`config.mk`:
```
export PLATFORM = sky130hd
export DESIGN_NAME = instruction_encoder
export DESIGN_NICKNAME = d
export VERILOG_FILES = /design/src/rtl/instruction_encoder.sv
export SDC_FILE = /design/constraint.sdc
export NUM_CORES = 1
export LEC_CHECK = 0
export ABC_AREA = 0
export CORE_MARGIN = 2
export CORE_UTILIZATION = 50
export DETAILED_ROUTE_END_ITERATION = 8
export GPL_ROUTABILITY_DRIVEN = 0
export HOLD_SLACK_MARGIN = 0.15
export PLACE_DENSITY = 0.86
export SKIP_CTS_REPAIR_TIMING = 1
export SLEW_MARGIN = 20
export SYNTH_ARGS = -nofsm -noshare
export SYNTH_HDL_FRONTEND = slang
export SYNTH_SLANG_ARGS = --single-unit
export TNS_END_PERCENT = 1
```
`constraint.sdc`:
```
create_clock -name clk -period 5.9 [get_ports clk]
set_input_delay 1.18 -clock clk [delete_from_list [all_inputs] [get_ports clk]]
set_output_delay 1.18 -clock clk [all_outputs]
set_load 0.01 [all_outputs]
```
`src/rtl/instruction_encoder.sv`:
```
// Packs instruction field bundles into 32-bit words and streams them to
// consecutive memory addresses through a small output FIFO.
module instruction_encoder #(
  parameter int DEPTH  = 4,
  parameter int ADDR_W = 8
) (
  input  logic              clk,
  input  logic              rst_n,
  input  logic              start_i,
  input  logic [ADDR_W-1:0] base_addr_i,
  input  logic              in_valid_i,
  output logic              in_ready_o,
  input  logic              in_last_i,
  input  logic [1:0]        type_i,
  input  logic [4:0]        op_i,
  input  logic [4:0]        rs_i,
  input  logic [4:0]        rt_i,
  input  logic [4:0]        rd_i,
  input  logic [9:0]        shamt_i,
  input  logic [15:0]       imm_i,
  input  logic [28:0]       address_i,
  input  logic [4:0]        r0_i,
  input  logic [4:0]        f0_i,
  input  logic [4:0]        f1_i,
  input  logic [4:0]        f2_i,
  output logic              wr_valid_o,
  input  logic              wr_ready_i,
  output logic [ADDR_W-1:0] wr_addr_o,
  output logic [31:0]       wr_data_o,
  output logic              done_o,
  output logic              err_o,
  output logic [15:0]       instr_count_o
);

  localparam int PTR_W = (DEPTH > 1) ? $clog2(DEPTH) : 1;
  localparam int CNT_W = PTR_W + 1;

  localparam logic [1:0] S_IDLE  = 2'd0;
  localparam logic [1:0] S_LOAD  = 2'd1;
  localparam logic [1:0] S_DRAIN = 2'd2;

  logic [1:0]        state_q, state_d;
  logic [31:0]       mem_q [DEPTH];
  logic [PTR_W-1:0]  wr_ptr_q, wr_ptr_d;
  logic [PTR_W-1:0]  rd_ptr_q, rd_ptr_d;
  logic [CNT_W-1:0]  count_q, count_d;
  logic [ADDR_W-1:0] wr_addr_q, wr_addr_d;
  logic [31:0]       wr_data_q, wr_data_d;
  logic [15:0]       icount_q, icount_d;
  logic              err_q, err_d;

  logic [31:0] word;
  logic        illegal;
  logic        full;
  logic        accept;
  logic        push;
  logic        pop;

  always_comb begin
    word    = '0;
    illegal = 1'b0;
    case (type_i)
      2'd0: word = {type_i, op_i, rs_i, rt_i, rd_i, shamt_i};
      2'd1: begin
        word    = {type_i, op_i, rs_i, rt_i, imm_i[14:0]};
        illegal = (imm_i[15] != imm_i[14]);
      end
      2'd2: begin
        word    = {type_i, op_i[0], address_i};
        illegal = |op_i[4:1];
      end
      default: begin
        word    = {type_i, op_i[3:0], r0_i, f0_i, f1_i, f2_i, 6'd0};
        illegal = op_i[4];
      end
    endcase
  end

  assign full       = (count_q == CNT_W'(DEPTH));
  assign in_ready_o = (state_q == S_LOAD) && !full;
  assign wr_valid_o = (count_q != '0);
  assign accept     = in_valid_i && in_ready_o;
  assign push       = accept && !illegal;
  assign pop        = wr_valid_o && wr_ready_i;

  assign wr_addr_o     = wr_addr_q;
  assign wr_data_o     = wr_data_q;
  assign instr_count_o = icount_q;
  assign err_o         = err_q;
  assign done_o        = (state_q == S_DRAIN) && (count_q == '0);

  always_comb begin
    state_d   = state_q;
    wr_ptr_d  = wr_ptr_q;
    rd_ptr_d  = rd_ptr_q;
    count_d   = count_q;
    wr_addr_d = wr_addr_q;
    wr_data_d = wr_data_q;
    icount_d  = icount_q;
    err_d     = err_q;

    if (pop) begin
      rd_ptr_d  = rd_ptr_q + PTR_W'(1);
      count_d   = count_q - CNT_W'(1);
      wr_addr_d = wr_addr_q + ADDR_W'(1);
      icount_d  = icount_q + 16'd1;
    end
    if (push) begin
      wr_ptr_d = wr_ptr_q + PTR_W'(1);
      count_d  = count_d + CNT_W'(1);
    end

    // wr_data is a register holding the FIFO head: the new word when nothing
    // older remains, otherwise the next stored entry after a pop.
    if (push && (count_q == CNT_W'(pop))) begin
      wr_data_d = word;
    end else if (pop && (count_q > CNT_W'(1))) begin
      wr_data_d = mem_q[rd_ptr_d];
    end

    if (accept && illegal) begin
      err_d = 1'b1;
    end

    case (state_q)
      S_IDLE: begin
        if (start_i) begin
          state_d   = S_LOAD;
          wr_addr_d = base_addr_i;
          icount_d  = '0;
          err_d     = 1'b0;
          wr_ptr_d  = '0;
          rd_ptr_d  = '0;
          count_d   = '0;
        end
      end
      S_LOAD: begin
        if (accept && in_last_i) begin
          state_d = S_DRAIN;
        end
      end
      S_DRAIN: begin
        if (count_q == '0) begin
          state_d = S_IDLE;
        end
      end
      default: state_d = S_IDLE;
    endcase
  end

  always_ff @(posedge clk or negedge rst_n) begin
    if (!rst_n) begin
      state_q   <= S_IDLE;
      wr_ptr_q  <= '0;
      rd_ptr_q  <= '0;
      count_q   <= '0;
      wr_addr_q <= '0;
      wr_data_q <= '0;
      icount_q  <= '0;
      err_q     <= 1'b0;
    end else begin
      state_q   <= state_d;
      wr_ptr_q  <= wr_ptr_d;
      rd_ptr_q  <= rd_ptr_d;
      count_q   <= count_d;
      wr_addr_q <= wr_addr_d;
      wr_data_q <= wr_data_d;
      icount_q  <= icount_d;
      err_q     <= err_d;
    end
  end

  always_ff @(posedge clk) begin
    if (push) begin
      mem_q[wr_ptr_q] <= word;
    end
  end

endmodule
```
**Yosys cells after proc, flatten, opt, wreduce, memory -nomap -nowiden**

Memories as Yosys holds them, arrays and structs flattened.
Index checks and enable logic that the tools add are counted.

- $add $sub $neg: 6
- Multipliers: 0
- Divide/modulo/power cells: 0
- Order comparisons: 1
- Equal/unequal tests: 10
- Shifts and indexed selects: 0
- Muxes and demuxes: 29
- Bitwise logic cells: 0
- Reduce and logical (&&, ||, !) cells: 18

Operators by type and width:

| operator | number |
|---|---|
| 30-bit one-hot mux with 3 select lines | 1 |
| 32-bit 2-to-1 mux | 2 |
| 16-bit 2-to-1 mux | 3 |
| 8-bit 2-to-1 mux | 3 |
| 2-bit 2-to-1 mux | 9 |
| 16-bit by 1-bit adder with 16-bit output, second input constant | 1 |
| 3-bit 2-to-1 mux | 4 |
| 1-bit logical AND | 9 |
| 8-bit by 1-bit adder with 8-bit output, second input constant | 1 |
| 2-bit one-hot mux with 3 select lines | 1 |
| 1-bit 2-to-1 mux | 5 |
| 2-bit by 1-bit adder with 2-bit output, second input constant | 2 |
| 2-bit by 1-bit equality test with 1-bit output, second input constant | 2 |
| 2-bit equality test, second input constant | 2 |
| 2-bit logical NOT | 2 |
| 2-bit by 1-bit != test with 1-bit output, second input constant | 2 |
| 4-bit OR reduction | 1 |
| 3-bit by 1-bit adder with 3-bit output, second input constant | 1 |
| 3-bit by 1-bit equality test with 1-bit output | 1 |
| 3-bit equality test, second input constant | 1 |
| 3-bit by 1-bit greater-than comparator with 1-bit output, second input constant | 1 |
| 3-bit logical NOT | 1 |
| 1-bit one-hot mux with 3 select lines | 1 |
| 3-bit AND reduction | 1 |
| other kinds (6) | 7 |

- Bits in registers: 66
- Latch bits: 0
- Bits in writable memories: 128
- ROM bits: 0
- Bits of input ports: 111
- Output and inout port bits: 60
- Word-level logic and storage cells: 73
- Memories: 1

Memory list:

| memory | words | width | read ports | clocked after Yosys merged registers in | wr ports | line | text |
|---|---|---|---|---|---|---|---|
| mem_q | 4 | 32 | 1 | 0 | 1 | 43 | `logic [31:0] mem_q [DEPTH];` |

**Depth between registers and ports, before layout**

- Word-level depth: 8
- Depth in mapped cells: 10
- Gate-level depth less buffers: 9

**Least setup slack after synthesis**

OpenSTA, ideal clock, no wires.

- Path type: input-to-reg
- From: input port type_i[0]
- To: memory mem_q[0][0] (enable)
- Setup time: 0.392 ns
- Data arrival time: 2.905 ns
- Data required time: 5.508 ns
- Setup slack: 2.603 ns
- Cell stages on the path: 7
- Path buffers: 3
- Cells stage by stage: buf_6 -> nor2b_4 -> buf_6 -> o2bb2ai_4 -> nor3b_1 -> buf_2 -> and2_1

- Word-level cells in the longest chain between the ends: 6
- Elaborated cells on any way between the ends: 8
- Classes of those cells: 2 x eq/ne; 3 x mux; 3 x reduce/logical

Ends and longest elaborated chain:

| what | line | text |
|---|---|---|
| start: declaration | 14 | `input logic [1:0] type_i,` |
| 2-bit equality test, or another cell as far along | 62 | `case (type_i)` |
| 1-bit one-hot mux with 3 select lines (*) | 62 |  |
| 1-bit logical NOT (*) | 83 | `assign push = accept && !illegal;` |
| 1-bit logical AND (*) | 83 |  |
| 1-bit 2-to-1 mux (*) | 174 | `if (push) begin` |
| 1-bit 2-to-1 mux (implied by the code) (*) | 175 | `mem_q[wr_ptr_q] <= word;` |
| end: declaration | 43 |  |

Every way passes the cells marked *; elsewhere a longest branch is shown, timed or not.

**Worst setup path after layout**

- From: register count_q[0]
- To: output port done_o

- Word-level cells in the longest chain between the ends: 2

Ends and longest elaborated chain:

| what | line | text |
|---|---|---|
| start: declaration | 46 | `logic [CNT_W-1:0] count_q, count_d;` |
| start signal: assignment | 165 | `count_q <= count_d;` |
| 3-bit logical NOT | 90 | `assign done_o = (state_q == S_DRAIN) && (count_q == '0);` |
| 1-bit logical AND | 90 |  |
| end: declaration | 30 | `output logic done_o,` |

Every way passes these cells.

==> run_results.csv <==
group,metric,value,unit
grt,grt_max_degree,67,
worst_setup_path,endpoint_kind,"output pin",
power,p_comb_share,38.2,%
worst_setup_path,regToRegStartpoint,"count_q[0]",
status,outcome,"complete, no violations",
sta,setup_tns,0,ns
synth,synthArstFlopShare,34.0,%
power,switching_share,35.2,%
worst_setup_path,critPathMaxFanout,34,
run,drv_cap,0,
synth,synth_flop_cell,"edfxtp_1",
floorplan,die_h,140,microns
floorplan,initial_core_util,51.2,%
clock_tree,root_buffer,"clkbuf_16",
synth,synth_edf_count,128,
worst_setup_path,required,4.72,ns
synth,syn_inst,731,
clock_tree,ctsHtreeMaxLevel,4,
worst_setup_path,critPathLaunch,"count_q[0]",
worst_setup_path,endpoint,"done_o",
route,firstDrtPassIters,5,
synth,ys_ff_latch,194,
grt,grt_pass1_wl,35400,microns
floorplan,die_x,140,microns
clock_tree,clockBufferDepth,2,
placement,io_buffers,170,
floorplan,die-area,19500,sq um
route,wl,22100,microns
power,p_switching,0.00169,W
sta,layout_min_cycle_time,3.71,ns
finish,area_growth,26.0,%
floorplan,num_rows,49,
sta,fin_crit_sh,62.9,%
route,drt_iter0_markers,659,
finish,final_cells,1126,
floorplan,ios,171,
clock_tree,clk_pin_slew,0.07,ns
worst_setup_path,worstPathCellList,"inv_1, ha_1, nor2b_1, inv_1, buf_4, nor2_1, clkdlybuf4s50_1",
synth,ys_warn_count,0,
sta,timing_hold_violations_final,0,
worst_setup_path,reg2reg_depth,9,
finish,antenna_cells,0,
sta,fmax,270,MHz
floorplan,coreArea,18000,sq um
sta,fin_skew,0.00692,ns
sta,finalSetupViolCount,0,
route,antenna_left,0,
power,cellPowerDensity,413,nW/um^2
power,leakage,4.45,nW
synth,yosysSeqAreaShare,59.6,%
worst_setup_path,path_common_cell,"inv_1",
finish,drive_above_1_share,7.92,%
grt,antenna_found_initial,0,
clock_tree,numCtsBuffers,17,
worst_setup_path,r2r_slack,2.61,ns
power,p_int,0.00311,W
min_path,hp-class,"reg -> reg",
synth,syn_area,9220,sq um
sta,slew_viol_final,0,
grt,grt_overflow,0,
worst_setup_path,path_class,"reg -> out",
clock_tree,clk_latency,0.44,ns
power,clkPwrFrac,22.4,%
grt,first_global_vias,6685,
clock_tree,cts_tree,"built",
power,vdd_drop_max,0.000260,V
grt,grt.total_usage,23.2,%
placement,hpwlAfterDp,15100,microns
synth,synth.distinct_cells,53,
clock_tree,clock-sinks,194,
finish,fillers,1315,
power,power_frac_seq,39.4,%
finish,fin_nets,1004,
sta,tightest_slew,1.01,ns
sta,rsz0062_at_grt,"no",
route,via_per_inst,5.95,
worst_setup_path,arrival,2.53,ns
worst_setup_path,start_kind,"flop",
worst_setup_path,crit_slowest_cell,"clkdlybuf4s50_1",
sta,setup_ws,2.19,ns
finish,fin_util,64.5,%
synth,syn_area_per_cell,12.6,sq um
sta,slew_headroom,32.6,%
placement,preCtsSetupSlack,1.59,ns
worst_setup_path,r2r_end,"wr_data_o[16]",
worst_setup_path,max_stage_delay,0.56,ns
route,drc_errors,0,
route,vias,6700,
route,wl_per_cell,19.6,microns
synth,synth_fp_nets,851,
placement,placed_cells,1094,
Yosys cell counts, types with 4 or more instances:
master	n	area (sq um)
edfxtp_1	128	3840
mux2i_1	86	861
dfrtp_1	66	1650
nand3_1	47	235
nor2_1	44	165
o21ai_0	36	180
nand2_1	32	120
a21oi_1	27	135
clkbuf_1	24	90.1
a31oi_1	16	100
o211ai_1	16	120
o221ai_1	14	123
buf_2	13	65.1
inv_1	13	48.8
nand4_1	13	81.3
xnor2_1	13	114
xor2_1	13	114
and2_1	12	75.1
nand2b_1	12	75.1
ha_1	9	113
mux4_2	9	203
a221oi_1	8	70.1
nor3_1	8	40.0
a22oi_1	7	52.6
buf_1	7	26.3
nor4b_1	6	52.6
buf_6	5	56.3
a211oi_1	4	30.0
and3_1	4	25.0
or3_1	4	25.0
layer usage:
metal	global-route usage (%)	wire [microns]	up-vias
met4	8.26	537	0
li1	-	-	3076
met1	30.4	8720	3247
met3	5.75	1870	42
met5	0	0	-
met2	37.8	11000	335
placed cells by master, fill, tap and decap left out, types with 8 or more instances in the layout:
master / n
and2_1: 12
xor2_1: 13
edfxtp_1: 128
nand3_1: 47
o221ai_1: 14
nor3_1: 8
a221oi_1: 8
mux4_2: 9
xnor2_1: 13
nand2b_1: 12
a21oi_1: 27
inv_1: 13
clkdlybuf4s50_1: 167
ha_1: 9
nand2_1: 32
clkbuf_16: 17
a31oi_1: 16
nand4_1: 13
o21ai_0: 36
o211ai_1: 16
buf_4: 15
dfrtp_1: 66
mux2i_1: 86
nor2_1: 44
kinds of logic (layout without fill, tap and decap cells):
kind of cell | after synthesis | after routing | synth area share (%)
buffers and inverters | 66 | 232 | 3.47
and+or+nand+nor | 198 | 198 | 11.1
adders and majority gates | 9 | 9 | 1.22
DFF | 194 | 194 | 59.6
AOI/OAI and AO/OA | 141 | 141 | 10.2
muxes | 95 | 95 | 11.5
xor gates and xnor gates | 28 | 28 | 2.94
state kept, by name, indices dropped and copies added (netlist names):
register       count
state_q            2
instr_count_o     16
mem_q            128
wr_addr_o          8
rd_ptr_q           2
wr_data_o         32
wr_ptr_q           2
err_o              1
count_q            3
stage by stage:
stage / cell area, sq um / hold WS [ns] / total power [W]
floorplan: 9220 / 0.438 / 0.00302
global placement: 11100 / 0.468 / 0.00367
detailed placement: 11100 / 0.488 / 0.00374
CTS: 11600 / 0.502 / 0.00481
global route: 11600 / 0.536 / 0.00506
finish: 11600 / 0.496 / 0.00480
power groups by stage:
stage | combinational [W] | sequential [W] | clock [W]
floorplan | 0.00111 | 0.00191 | 0
global placement | 0.00176 | 0.00191 | 0
detailed placement | 0.00182 | 0.00191 | 0
CTS | 0.00183 | 0.00189 | 0.00109
global route | 0.00200 | 0.00192 | 0.00114
finish | 0.00183 | 0.00189 | 0.00107
layout make-up:
cell class	instances	area, sq um	area share [%]
clock buffer	17	425	3.66
clock inverter	15	120	1.03
inverter	14	52.6	0.452
multi-input combinational	471	3430	29.5
sequential	194	5500	47.3
tap	229	287	2.46
timing repair buffer	186	1820	15.6
how the worst min path moves through the flow:
stage / startpoint / cells after the start / end / slack [ns]
5_1_grt: state_q[1] / 1 / state_q[0] / 0.54
3_5_place_dp: state_q[1] / 1 / state_q[0] / 0.49
3_3_place_gp: state_q[1] / 1 / state_q[0] / 0.47
6_report: state_q[1] / 1 / state_q[0] / 0.50
4_1_cts: state_q[1] / 1 / state_q[0] / 0.50
2_1_floorplan: state_q[1] / 1 / state_q[0] / 0.44
worst max-delay path: cells and delay by family, from the launching register on:
| kind | cells | cell delay (ns) |
|---|---|---|
| adders and majority gates | 1 | 0.31 |
| and+or+nand+nor | 2 | 0.38 |
| buffers and inverters | 4 | 1.04 |
| DFF | 1 | 0.36 |
Note: power is estimated with default switching activity, not from simulation.
